==> src/rtl/alu_pkg.sv <==
// alu_pkg: shared definitions for the pipelined ALU.
//   ALU_WIDTH   - default operand/result width
//   alu_func_e  - 3-bit function select encodings
//   alu_flags_t - result flag bundle (Zero, Negative, Carry, Overflow)
package alu_pkg;

  localparam int ALU_WIDTH = 32;

  typedef enum logic [2:0] {
    F_AND  = 3'b000,
    F_OR   = 3'b001,
    F_ADD  = 3'b010,
    F_SLTU = 3'b011,
    F_ANDN = 3'b100,
    F_ORN  = 3'b101,
    F_SUB  = 3'b110,
    F_SLT  = 3'b111
  } alu_func_e;

  typedef struct packed {
    logic zero;
    logic negative;
    logic carry;
    logic overflow;
  } alu_flags_t;

endpackage

==> src/rtl/alu_if.sv <==
// alu_if: operation/result handshake bundle for alu_pipe.
//   in_valid/in_ready   - operation offer/accept
//   A, B, F             - operands and function select
//   out_valid/out_ready - result present/taken
//   Y, Zero, Negative, Carry, Overflow - result and flags
// master: issue side (drives operations, consumes results)
// slave : the ALU pipeline
interface alu_if import alu_pkg::*; #(
  parameter int WIDTH = ALU_WIDTH
) ();

  logic             in_valid;
  logic             in_ready;
  logic [WIDTH-1:0] A;
  logic [WIDTH-1:0] B;
  logic [2:0]       F;
  logic             out_valid;
  logic             out_ready;
  logic [WIDTH-1:0] Y;
  logic             Zero;
  logic             Negative;
  logic             Carry;
  logic             Overflow;

  modport master (
    output in_valid, A, B, F, out_ready,
    input  in_ready, out_valid, Y, Zero, Negative, Carry, Overflow
  );

  modport slave (
    input  in_valid, A, B, F, out_ready,
    output in_ready, out_valid, Y, Zero, Negative, Carry, Overflow
  );

endinterface

==> src/rtl/alu_core.sv <==
// alu_core: purely combinational ALU.
//   a, b  - operands (WIDTH bits)
//   f     - function select (alu_func_e)
//   y     - result
//   flags - Zero/Negative from y; Carry/Overflow only for ADD and SUB
module alu_core import alu_pkg::*; #(
  parameter int WIDTH = ALU_WIDTH
) (
  input  logic [WIDTH-1:0] a,
  input  logic [WIDTH-1:0] b,
  input  alu_func_e        f,
  output logic [WIDTH-1:0] y,
  output alu_flags_t       flags
);

  logic                    is_sub;
  logic [WIDTH-1:0]        b_op;
  logic [WIDTH:0]          sum_ext;
  logic signed [WIDTH-1:0] a_s;
  logic signed [WIDTH-1:0] b_s;
  logic                    lt_s;
  logic                    lt_u;
  logic                    add_ovf;

  // Subtraction shares the adder: A + ~B + 1, so Carry=1 means no borrow.
  assign is_sub  = (f == F_SUB);
  assign b_op    = is_sub ? ~b : b;
  assign sum_ext = {1'b0, a} + {1'b0, b_op} + {{WIDTH{1'b0}}, is_sub};

  // Signed overflow: adder inputs share a sign that the sum does not.
  assign add_ovf = (a[WIDTH-1] == b_op[WIDTH-1]) & (sum_ext[WIDTH-1] != a[WIDTH-1]);

  assign a_s  = a;
  assign b_s  = b;
  assign lt_s = (a_s < b_s);
  assign lt_u = (a < b);

  always_comb begin
    y     = '0;
    flags = '0;
    unique case (f)
      F_AND:  y = a & b;
      F_OR:   y = a | b;
      F_ANDN: y = a & ~b;
      F_ORN:  y = a | ~b;
      F_SLTU: y = {{(WIDTH-1){1'b0}}, lt_u};
      F_SLT:  y = {{(WIDTH-1){1'b0}}, lt_s};
      F_ADD, F_SUB: begin
        y              = sum_ext[WIDTH-1:0];
        flags.carry    = sum_ext[WIDTH];
        flags.overflow = add_ovf;
      end
      default: y = '0;
    endcase
    flags.zero     = (y == '0);
    flags.negative = y[WIDTH-1];
  end

endmodule

==> src/rtl/alu_pipe.sv <==
// alu_pipe: two-stage pipelined ALU with valid/ready on both sides.
//   Clock    - rising-edge clock
//   Reset    - asynchronous active-high; flushes the pipe and clears all state
//   bus      - alu_if.slave: operation in, result + flags out
//   op_count - completed output transfers, wraps at 2^CNTW
// Stage 1 holds the accepted operands; stage 2 holds the computed result.
// in_ready depends combinationally on out_ready through the stage-2 advance.
module alu_pipe import alu_pkg::*; #(
  parameter int WIDTH = ALU_WIDTH,
  parameter int CNTW  = 16
) (
  input  logic            Clock,
  input  logic            Reset,
  alu_if.slave            bus,
  output logic [CNTW-1:0] op_count
);

  logic             vld_p1;
  logic [WIDTH-1:0] a_p1;
  logic [WIDTH-1:0] b_p1;
  alu_func_e        f_p1;

  logic             vld_p2;
  logic [WIDTH-1:0] y_p2;
  alu_flags_t       flags_p2;

  logic             load1;
  logic             load2;
  logic             xfer;
  logic [WIDTH-1:0] y_core;
  alu_flags_t       flags_core;

  assign load2        = vld_p1 & (~vld_p2 | bus.out_ready);
  assign bus.in_ready = ~Reset & (~vld_p1 | load2);
  assign load1        = bus.in_valid & bus.in_ready;
  assign xfer         = vld_p2 & bus.out_ready;

  // ---- stage 1: capture operands on acceptance ----
  always_ff @(posedge Clock or posedge Reset) begin
    if (Reset) begin
      vld_p1 <= 1'b0;
      a_p1   <= '0;
      b_p1   <= '0;
      f_p1   <= F_AND;
    end else begin
      if (load1) begin
        vld_p1 <= 1'b1;
        a_p1   <= bus.A;
        b_p1   <= bus.B;
        f_p1   <= alu_func_e'(bus.F);
      end else if (load2) begin
        vld_p1 <= 1'b0;
      end
    end
  end

  alu_core #(.WIDTH(WIDTH)) u_core (
    .a     (a_p1),
    .b     (b_p1),
    .f     (f_p1),
    .y     (y_core),
    .flags (flags_core)
  );

  // ---- stage 2: result register, held while the consumer stalls ----
  always_ff @(posedge Clock or posedge Reset) begin
    if (Reset) begin
      vld_p2   <= 1'b0;
      y_p2     <= '0;
      flags_p2 <= '0;
    end else begin
      if (load2) begin
        vld_p2   <= 1'b1;
        y_p2     <= y_core;
        flags_p2 <= flags_core;
      end else if (xfer) begin
        vld_p2 <= 1'b0;
      end
    end
  end

  always_ff @(posedge Clock or posedge Reset) begin
    if (Reset) begin
      op_count <= '0;
    end else if (xfer) begin
      op_count <= op_count + 1'b1;
    end
  end

  assign bus.out_valid = vld_p2;
  assign bus.Y         = y_p2;
  assign bus.Zero      = flags_p2.zero;
  assign bus.Negative  = flags_p2.negative;
  assign bus.Carry     = flags_p2.carry;
  assign bus.Overflow  = flags_p2.overflow;

endmodule
==> src/flat_wrapper.sv <==
// flat-port wrapper written by rule: the top's interface ports become plain ports
module alu_pipe_flat import alu_pkg::*;
#(
  parameter int WIDTH = ALU_WIDTH,
  parameter int CNTW  = 16
)
  (Clock, Reset, op_count, bus_in_valid, bus_A, bus_B, bus_F, bus_out_ready, bus_in_ready, bus_out_valid, bus_Y, bus_Zero, bus_Negative, bus_Carry, bus_Overflow);
  alu_if #(.WIDTH(WIDTH)) bus_i ();
  input  logic Clock;
  input  logic Reset;
  output logic [CNTW-1:0] op_count;
  input wire logic [$bits(bus_i.in_valid)-1:0] bus_in_valid;
  input wire logic [$bits(bus_i.A)-1:0] bus_A;
  input wire logic [$bits(bus_i.B)-1:0] bus_B;
  input wire logic [$bits(bus_i.F)-1:0] bus_F;
  input wire logic [$bits(bus_i.out_ready)-1:0] bus_out_ready;
  output wire logic [$bits(bus_i.in_ready)-1:0] bus_in_ready;
  output wire logic [$bits(bus_i.out_valid)-1:0] bus_out_valid;
  output wire logic [$bits(bus_i.Y)-1:0] bus_Y;
  output wire logic [$bits(bus_i.Zero)-1:0] bus_Zero;
  output wire logic [$bits(bus_i.Negative)-1:0] bus_Negative;
  output wire logic [$bits(bus_i.Carry)-1:0] bus_Carry;
  output wire logic [$bits(bus_i.Overflow)-1:0] bus_Overflow;
  assign bus_i.in_valid = bus_in_valid;
  assign bus_i.A = bus_A;
  assign bus_i.B = bus_B;
  assign bus_i.F = bus_F;
  assign bus_i.out_ready = bus_out_ready;
  assign bus_in_ready = bus_i.in_ready;
  assign bus_out_valid = bus_i.out_valid;
  assign bus_Y = bus_i.Y;
  assign bus_Zero = bus_i.Zero;
  assign bus_Negative = bus_i.Negative;
  assign bus_Carry = bus_i.Carry;
  assign bus_Overflow = bus_i.Overflow;
  alu_pipe #(.WIDTH(WIDTH), .CNTW(CNTW)) u_core (.Clock(Clock), .Reset(Reset), .bus(bus_i), .op_count(op_count));
endmodule
==> config.mk <==
export PLATFORM = sky130hd
export DESIGN_NAME = alu_pipe_flat
export DESIGN_NICKNAME = d
export VERILOG_FILES = /design/src/rtl/alu_pkg.sv /design/src/rtl/alu_if.sv /design/src/rtl/alu_core.sv /design/src/rtl/alu_pipe.sv /design/src/flat_wrapper.sv
export SDC_FILE = /design/constraint.sdc
export NUM_CORES = 1
export LEC_CHECK = 0
export CAP_MARGIN = 20
export CELL_PAD_IN_SITES_DETAIL_PLACEMENT = 1
export CELL_PAD_IN_SITES_GLOBAL_PLACEMENT = 2
export CORE_MARGIN = 5
export CORE_UTILIZATION = 30
export DETAILED_ROUTE_END_ITERATION = 12
export GPL_TIMING_DRIVEN = 0
export PLACE_DENSITY_LB_ADDON = 0.1
export SETUP_SLACK_MARGIN = 0.02
export SYNTH_ARGS = -nofsm -noshare
export SYNTH_HDL_FRONTEND = slang
export SYNTH_SLANG_ARGS = --single-unit
==> constraint.sdc <==
create_clock -name Clock -period 3.8 [get_ports Clock]
set_input_delay 0.57 -clock Clock [delete_from_list [all_inputs] [get_ports Clock]]
set_output_delay 0.57 -clock Clock [all_outputs]
set_load 0.02 [all_outputs]
* Word level (Yosys, flattened, before mapping)
Index checks and enable logic that the tools add are counted.
Operators by class: equality and inequality tests 9, add/sub/neg operators 3, bitwise logic cells 15, $lt $le $gt $ge 2, reductions and logical operators 5, mux-type cells 7
Operators by type and width (count):
- case mux 32 bit (7 select lines) | 1
- AND 32 bit | 2
- less-than comparator 32 bit | 2
- bitwise OR 32 bit | 2
- adder 32 x 32 -> 33 bit | 1
- adder 33 x 1 -> 33 bit | 1
- logical NOT 32 bit | 1
- 2-to-1 mux 32 bit | 1
- inverter 32 bit | 1
- adder 16 x 1 -> 16 bit, second input constant | 1
- == test 3 bit, second input constant | 4
- == test 3 x 2 -> 1 bit, second input constant | 2
- AND 1 bit | 5
- 2-to-1 mux 1 bit | 4
- nonzero test 2 bit | 2
- == test 3 x 1 -> 1 bit, second input constant | 1
- logical NOT 3 bit | 1
- inverter 1 bit | 3
- 2-to-1 mux 2 bit | 1
- bitwise OR 1 bit | 2
- OR reduction 2 bit | 1
- == test 1 bit | 1
- inequality test 1 bit | 1
Word-level totals: output and inout port bits 54, logic and storage cells 52, input bits 71, register bits 121

* Depth between registers and ports, before layout
depth after elaboration 7, mapped depth 17, depth with buffers taken out 14

* Hierarchy
From an unflattened synthesis, not the netlist that was laid out.
Second synthesis, totals: cells, all modules 880, area total of the unflattened synthesis 8679.6 um^2
By module, submodules not included:
- alu_pipe | seq. area each 3027.9 um^2, area each 4598.2 um^2, cells an instance 288, instances 1
- alu_core | seq. area each 0.0 um^2, area each 4081.4 um^2, cells an instance 592, instances 1

* Worst setup path after synthesis
No wires, ideal clock.
path type flip-flop to flip-flop, from register u_core.f_p1[2], to register u_core.flags_p2, in the netlist u_core.bus.Zero, clock period less this slack 3.966 ns, stages on the path, launching flop included 18, setup slack -0.166 ns, path buffers 4, arrival time 3.899 ns, data required time 3.733 ns, library setup time 0.067 ns, path through dfrtp_1 buf_2 nand3b_1 buf_2 buf_1 xnor2_1 ha_1 clkbuf_1 a21oi_1 o21a_1 o2bb2ai_1 o31ai_1 nor4_1 nor4_1 o31ai_1 or4_1 nor2_1 a32o_1
On the way: word-level cells in the longest chain between the ends 6, elaborated cells on any way between the ends 14, classes of those cells add/sub (2); eq/ne (7); mux (2); reduce/logical (3)
RTL lines:
- start, declared | RTL line alu_pipe.sv:21 | alu_func_e f_p1;
- start signal, assigned | RTL line alu_pipe.sv:50 | f_p1 <= alu_func_e'(bus.F);
- == test 3 bit | RTL line alu_core.sv:26, alu_core.sv:41
- 2-to-1 mux 32 bit | RTL line alu_core.sv:27 | assign b_op = is_sub ? ~b : b;
- adder 32 x 32 -> 33 bit | RTL line alu_core.sv:28 | assign sum_ext = {1'b0, a} + {1'b0, b_op} + {{WIDTH{1'b0}}, is_sub};
- adder 33 x 1 -> 33 bit | RTL line alu_core.sv:28
- case mux 32 bit (7 select lines) (*) | RTL line alu_core.sv:41 | unique case (f)
- logical NOT 32 bit (*) | RTL line alu_core.sv:55 | flags.zero = (y == '0);
- end signal, assigned | RTL line alu_pipe.sv:75 | flags_p2 <= flags_core;
- end, declared | RTL line alu_pipe.sv:25 | alu_flags_t flags_p2;
Every way passes the cells marked *; elsewhere a longest branch is shown, timed or not. A chain may end at the register's enable or synchronous reset.

* Worst setup path in the final report
from register u_core.f_p1[0], to register u_core.flags_p2, in the netlist u_core.bus.Zero
The elaborated chain is that of the path after synthesis.

==> summary.md <==
| Metric | Value |
|---|---|
| Status | complete, but fails checks |
| Violations in the final reports | negative setup slack |
| WL/cell | between 20 and 25 µm |
| Crit path DAT | 4.41 ns |
| Sequential share of power | 0.244 |
| # nets final | 1215 |
| Initial antenna violation count | 1 |
| Post-DP HPWL | 23.96 mm |
| GRT Total Usage | 0.1896 |
| DR iter-0 viols | around 460 |
| Number of I/O port buffers | 124 |
| VDD IR max | 249.1 µV |
| Placer Congestion | 0.8459 |
| DRT Wirelength | 30.73 mm |
| Worst setup EP type | flip-flop |
| Synthesized area | 8727 µm² |
| Number of flops mapped to enable cells by yosys | 0 |
| # diodes | 0 |
| DRC | 0 |
| Mux contribution to synthesized area | 0.1133 |
| Number of fill cells in the layout | between 3000 and 4000 |
| DR vias | 7599 |
| Sw frac | 0.4289 |
| Largest net degree at the start of global routing | 82 |
| Worst-path clk slew | about 0.06 ns |
| Final worst slack | -0.2481 ns |
| Combinational family with the most area after synthesis | compound AO/OA/AOI/OAI gates |
| Crit path launch type | flip-flop |
| Synth Area in Compound Gates | 0.1689 |
| Total CTS buffers | 17 |
| Total gr overflow | 0 |
| CTS Hold Buffers Added | 0 |
| Die area | 32600 µm² |
| Xor/xnor share of the synthesized area | 0.08430 |
| Die Y | 180.6 µm |
| Finished Cell Area | 11710 µm² |
| Final ANT Viol Nets | 0 |
| Critical path's slowest cell | or4_4 |
| Mapped Cells | 912 |
| Clock insertion delay at the later pin of the skew report | 0.43 ns |
| TNS Setup | -0.2481 ns |
| First-pass GRT wire length | 48.71 mm |
| Internal Dissipation | around 0.0045 W |
| YS warnings | 0 |
| HP Class | reg2reg |
| CP Max Fanout | 6 |
| Io pins | ~130 |
| #FFs+latches synth | 120 |
| Starting Density | 0.3041 |
| Clock network power share | 0.218 |
| Slew headroom | 0.3613 |
| Top post-synthesis cells by area | dfrtp_1 (34%), mux2_2 (11%), ha_1 (10%), xnor2_1 (5.2%), a21oi_1 (3.9%) |
| Prevailing post-synth register cell | dfrtp_1 |
| Fraction of registers with async set/reset | 1.000 |
| CTS tree | done |
| PD cells | approximately 680 nW/µm² |
| Yosys top cell by area | dfrtp_1 |
| Distinct cells, synth | 75 |
| Final hold violations | 0 |
| Minimum clock period after layout | 4.048 ns |
| Hold Slack | 0.4728 ns |
| Rows | 62 |
| Least-Margin Pin Slew | between 0.9 and 1 ns |
| Critical path's largest stage delay | 0.55 ns |
| Clock sinks | 120 |
| Mapped Avg Cell Area | approximately 9.6 µm² |
| Area of placed instances | 10480 µm² |
| Most frequent cells in the layout | clkdlybuf4s50_1 (124), dfrtp_1 (119), mux2_2 (86) |
| Clk buf depth | 2 |
| Buf+Inv Stages, Crit Path | 3 |
| Vias in the first global route | roughly 8100 |
| Final Cycle Share | 1.065 |
| Category of the most critical setup path | reg2reg |
| Post-synthesis adder-cell area fraction | 0.1267 |
| Final setup fails | 1 |
| Multi-input logic area | around 5800 µm² |
| Layout cells sized above 1 | 0.2044 |
| Top cell type's share of synthesized area | 0.3441 |
| Psw | between 0.003 and 0.004 W |
| Area delta synth->final | 34.18% |
| RSZ-0062 raised after global routing | true |
| Total core area | about 29000 µm² |
| Max-slew violation count | 0 |
| Leakage | 4.857 nW |
| DIE WIDTH | around 180 µm |
| Commonest non-fill, non-tap cell in the layout | clkdlybuf4s50_1 |
| DR vias/cell | 5.169 |
| Worst path cell trace | nand3b_1 -> buf_6 -> buf_12 -> xnor2_1 -> ha_1 -> nand3b_1 -> o211ai_2 -> buf_4 -> o211ai_4 -> nor3b_2 -> or3_4 -> nor4_4 -> o2111ai_2 -> or4_4 -> nor2_2 -> a32o_1 |
| Sequential cell area | between 3000 and 4000 µm² |
| Clk_skew | 0.008680 ns |
| Seq/Total Area, Yosys | 0.3441 |
| Comb pwr share | 0.537 |
| Worst Path Required | around 4.2 ns |
| Fmax | 0.2470 GHz |
| First-pass DRT Iterations | 5 |
| H-tree depth | 4 |
| Most common cell on crit path | nand3b_1 |
| Delay-heaviest family, CP | simple AND/OR/NAND/NOR gates |
| Synth Net Count | 1054 |
| Max-cap violations | 0 |
| CTS Root Cell | clkbuf_16 |
| Synth Area in Simple Gates | 0.1214 |
==> Yosys cell counts (all sizes together) (4+ instances only) <==
library cell  number
nor4               7
a21oi             69
xnor2             52
nor3              13
nand3b             4
clkbuf            29
nand2             76
xor2              32
nand3             20
inv               44
buf               18
ha                70
o21a               6
o211ai            11
nand4             22
mux2              86
nand2b             5
o22ai              6
o21ai             43
dfrtp            120
a2111o             4
and3               9
a211oi             9
a21o              14
o221ai             4
or3               10
nor2b              6
nor2              35
and2               4
maj3              21
o31ai              5
a22oi              7
==> cells by family (layout without fill, tap and decap cells) <==
group	count (synthesis)	count (layout)
compound gates	219	219
simple gates	218	218
flops	120	120
fa+ha+maj	92	92
buf+inv	91	265
mux	88	88
xor+xnor	84	84
==> per-layer routing <==
metal  up-vias  wire length [µm]  track usage
met3        31              1162      0.02786
li1       3650                 -            -
met2       201             12820       0.2775
met4         0               539      0.05203
met1      3717             16220       0.2896
met5         -                 0            0
==> worst paths after layout <==
| check | start | to | slack [ns] | cells after the start |
|---|---|---|---|---|
| max | u_core.f_p1[0] | u_core.bus.Zero | -0.25 | 16 |
| min | u_core.op_count[15] | u_core.op_count[15] | 0.47 | 1 |
| max reg2reg | u_core.f_p1[0] | u_core.bus.Zero | -0.25 | 16 |
| min reg2reg | u_core.op_count[15] | u_core.op_count[15] | 0.47 | 1 |
| max in group asynchronous | Reset | u_core.f_p1[1] | 2.45 | 3 |
| min in group asynchronous | Reset | u_core.op_count[0] | 0.56 | 2 |
==> state kept, by name, summed over array words and instances (netlist names), 3 cells and up <==
register,count
u_core.a_p1,32
u_core.b_p1,32
u_core.bus.Y,31
u_core.op_count,16
u_core.f_p1,3
==> metrics by stage <==
stage / util / instances / power, W / worst slack [ns]
floorplan: - / 912 / 0.004302 / 0.04418
CTS: 0.3997 / 1463 / 0.007759 / -0.2177
global route: 0.4080 / 1470 / 0.008446 / -0.3734
finish: 0.4080 / 1470 / 0.007906 / -0.2481
global placement: 0.3641 / 1420 / 0.005659 / -2.094
detailed placement: 0.3653 / 1421 / 0.005709 / -1.108
==> worst register-to-register path, cell delays in order (launching register included) <==
cell and delay [ns]:
dfrtp_1 0.41, nand3b_1 0.19, buf_6 0.17, buf_12 0.15
xnor2_1 0.13, ha_1 0.37, nand3b_1 0.17, o211ai_2 0.24
buf_4 0.16, o211ai_4 0.08, nor3b_2 0.17, or3_4 0.43
nor4_4 0.35, o2111ai_2 0.18, or4_4 0.55, nor2_2 0.09
a32o_1 0.15
==> power groups by stage <==
stage / logic, W / clock network, W / registers (W)
2_1_floorplan: 0.00222 / 0 / 0.00208
3_3_place_gp: 0.00372 / 0 / 0.00194
3_5_place_dp: 0.00376 / 0 / 0.00195
4_1_cts: 0.00405 / 0.00178 / 0.00193
5_1_grt: 0.00463 / 0.00183 / 0.00199
6_report: 0.00425 / 0.00173 / 0.00193
==> layout make-up <==
cell class | count | share of cell area
Tap cell | 384 | 0.04103
Sequential cell | 120 | 0.2565
Inverter | 44 | 0.01453
Clock buffer | 18 | 0.03750
Clock inverter | 14 | 0.01485
Multi-Input combinational cell | 701 | 0.4933
Timing Repair Buffer | 146 | 0.1221
Buffer | 43 | 0.02009
==> what timing repair did <==
item,in CTS,in global routing
gates cloned,0,0
endpoints found under the setup margin,15,7
endpoints found under the hold margin,0,0
setup buffers,12,9
pin swaps,19,31
gates resized for setup,61,37
(Power assumes the default switching activity.)
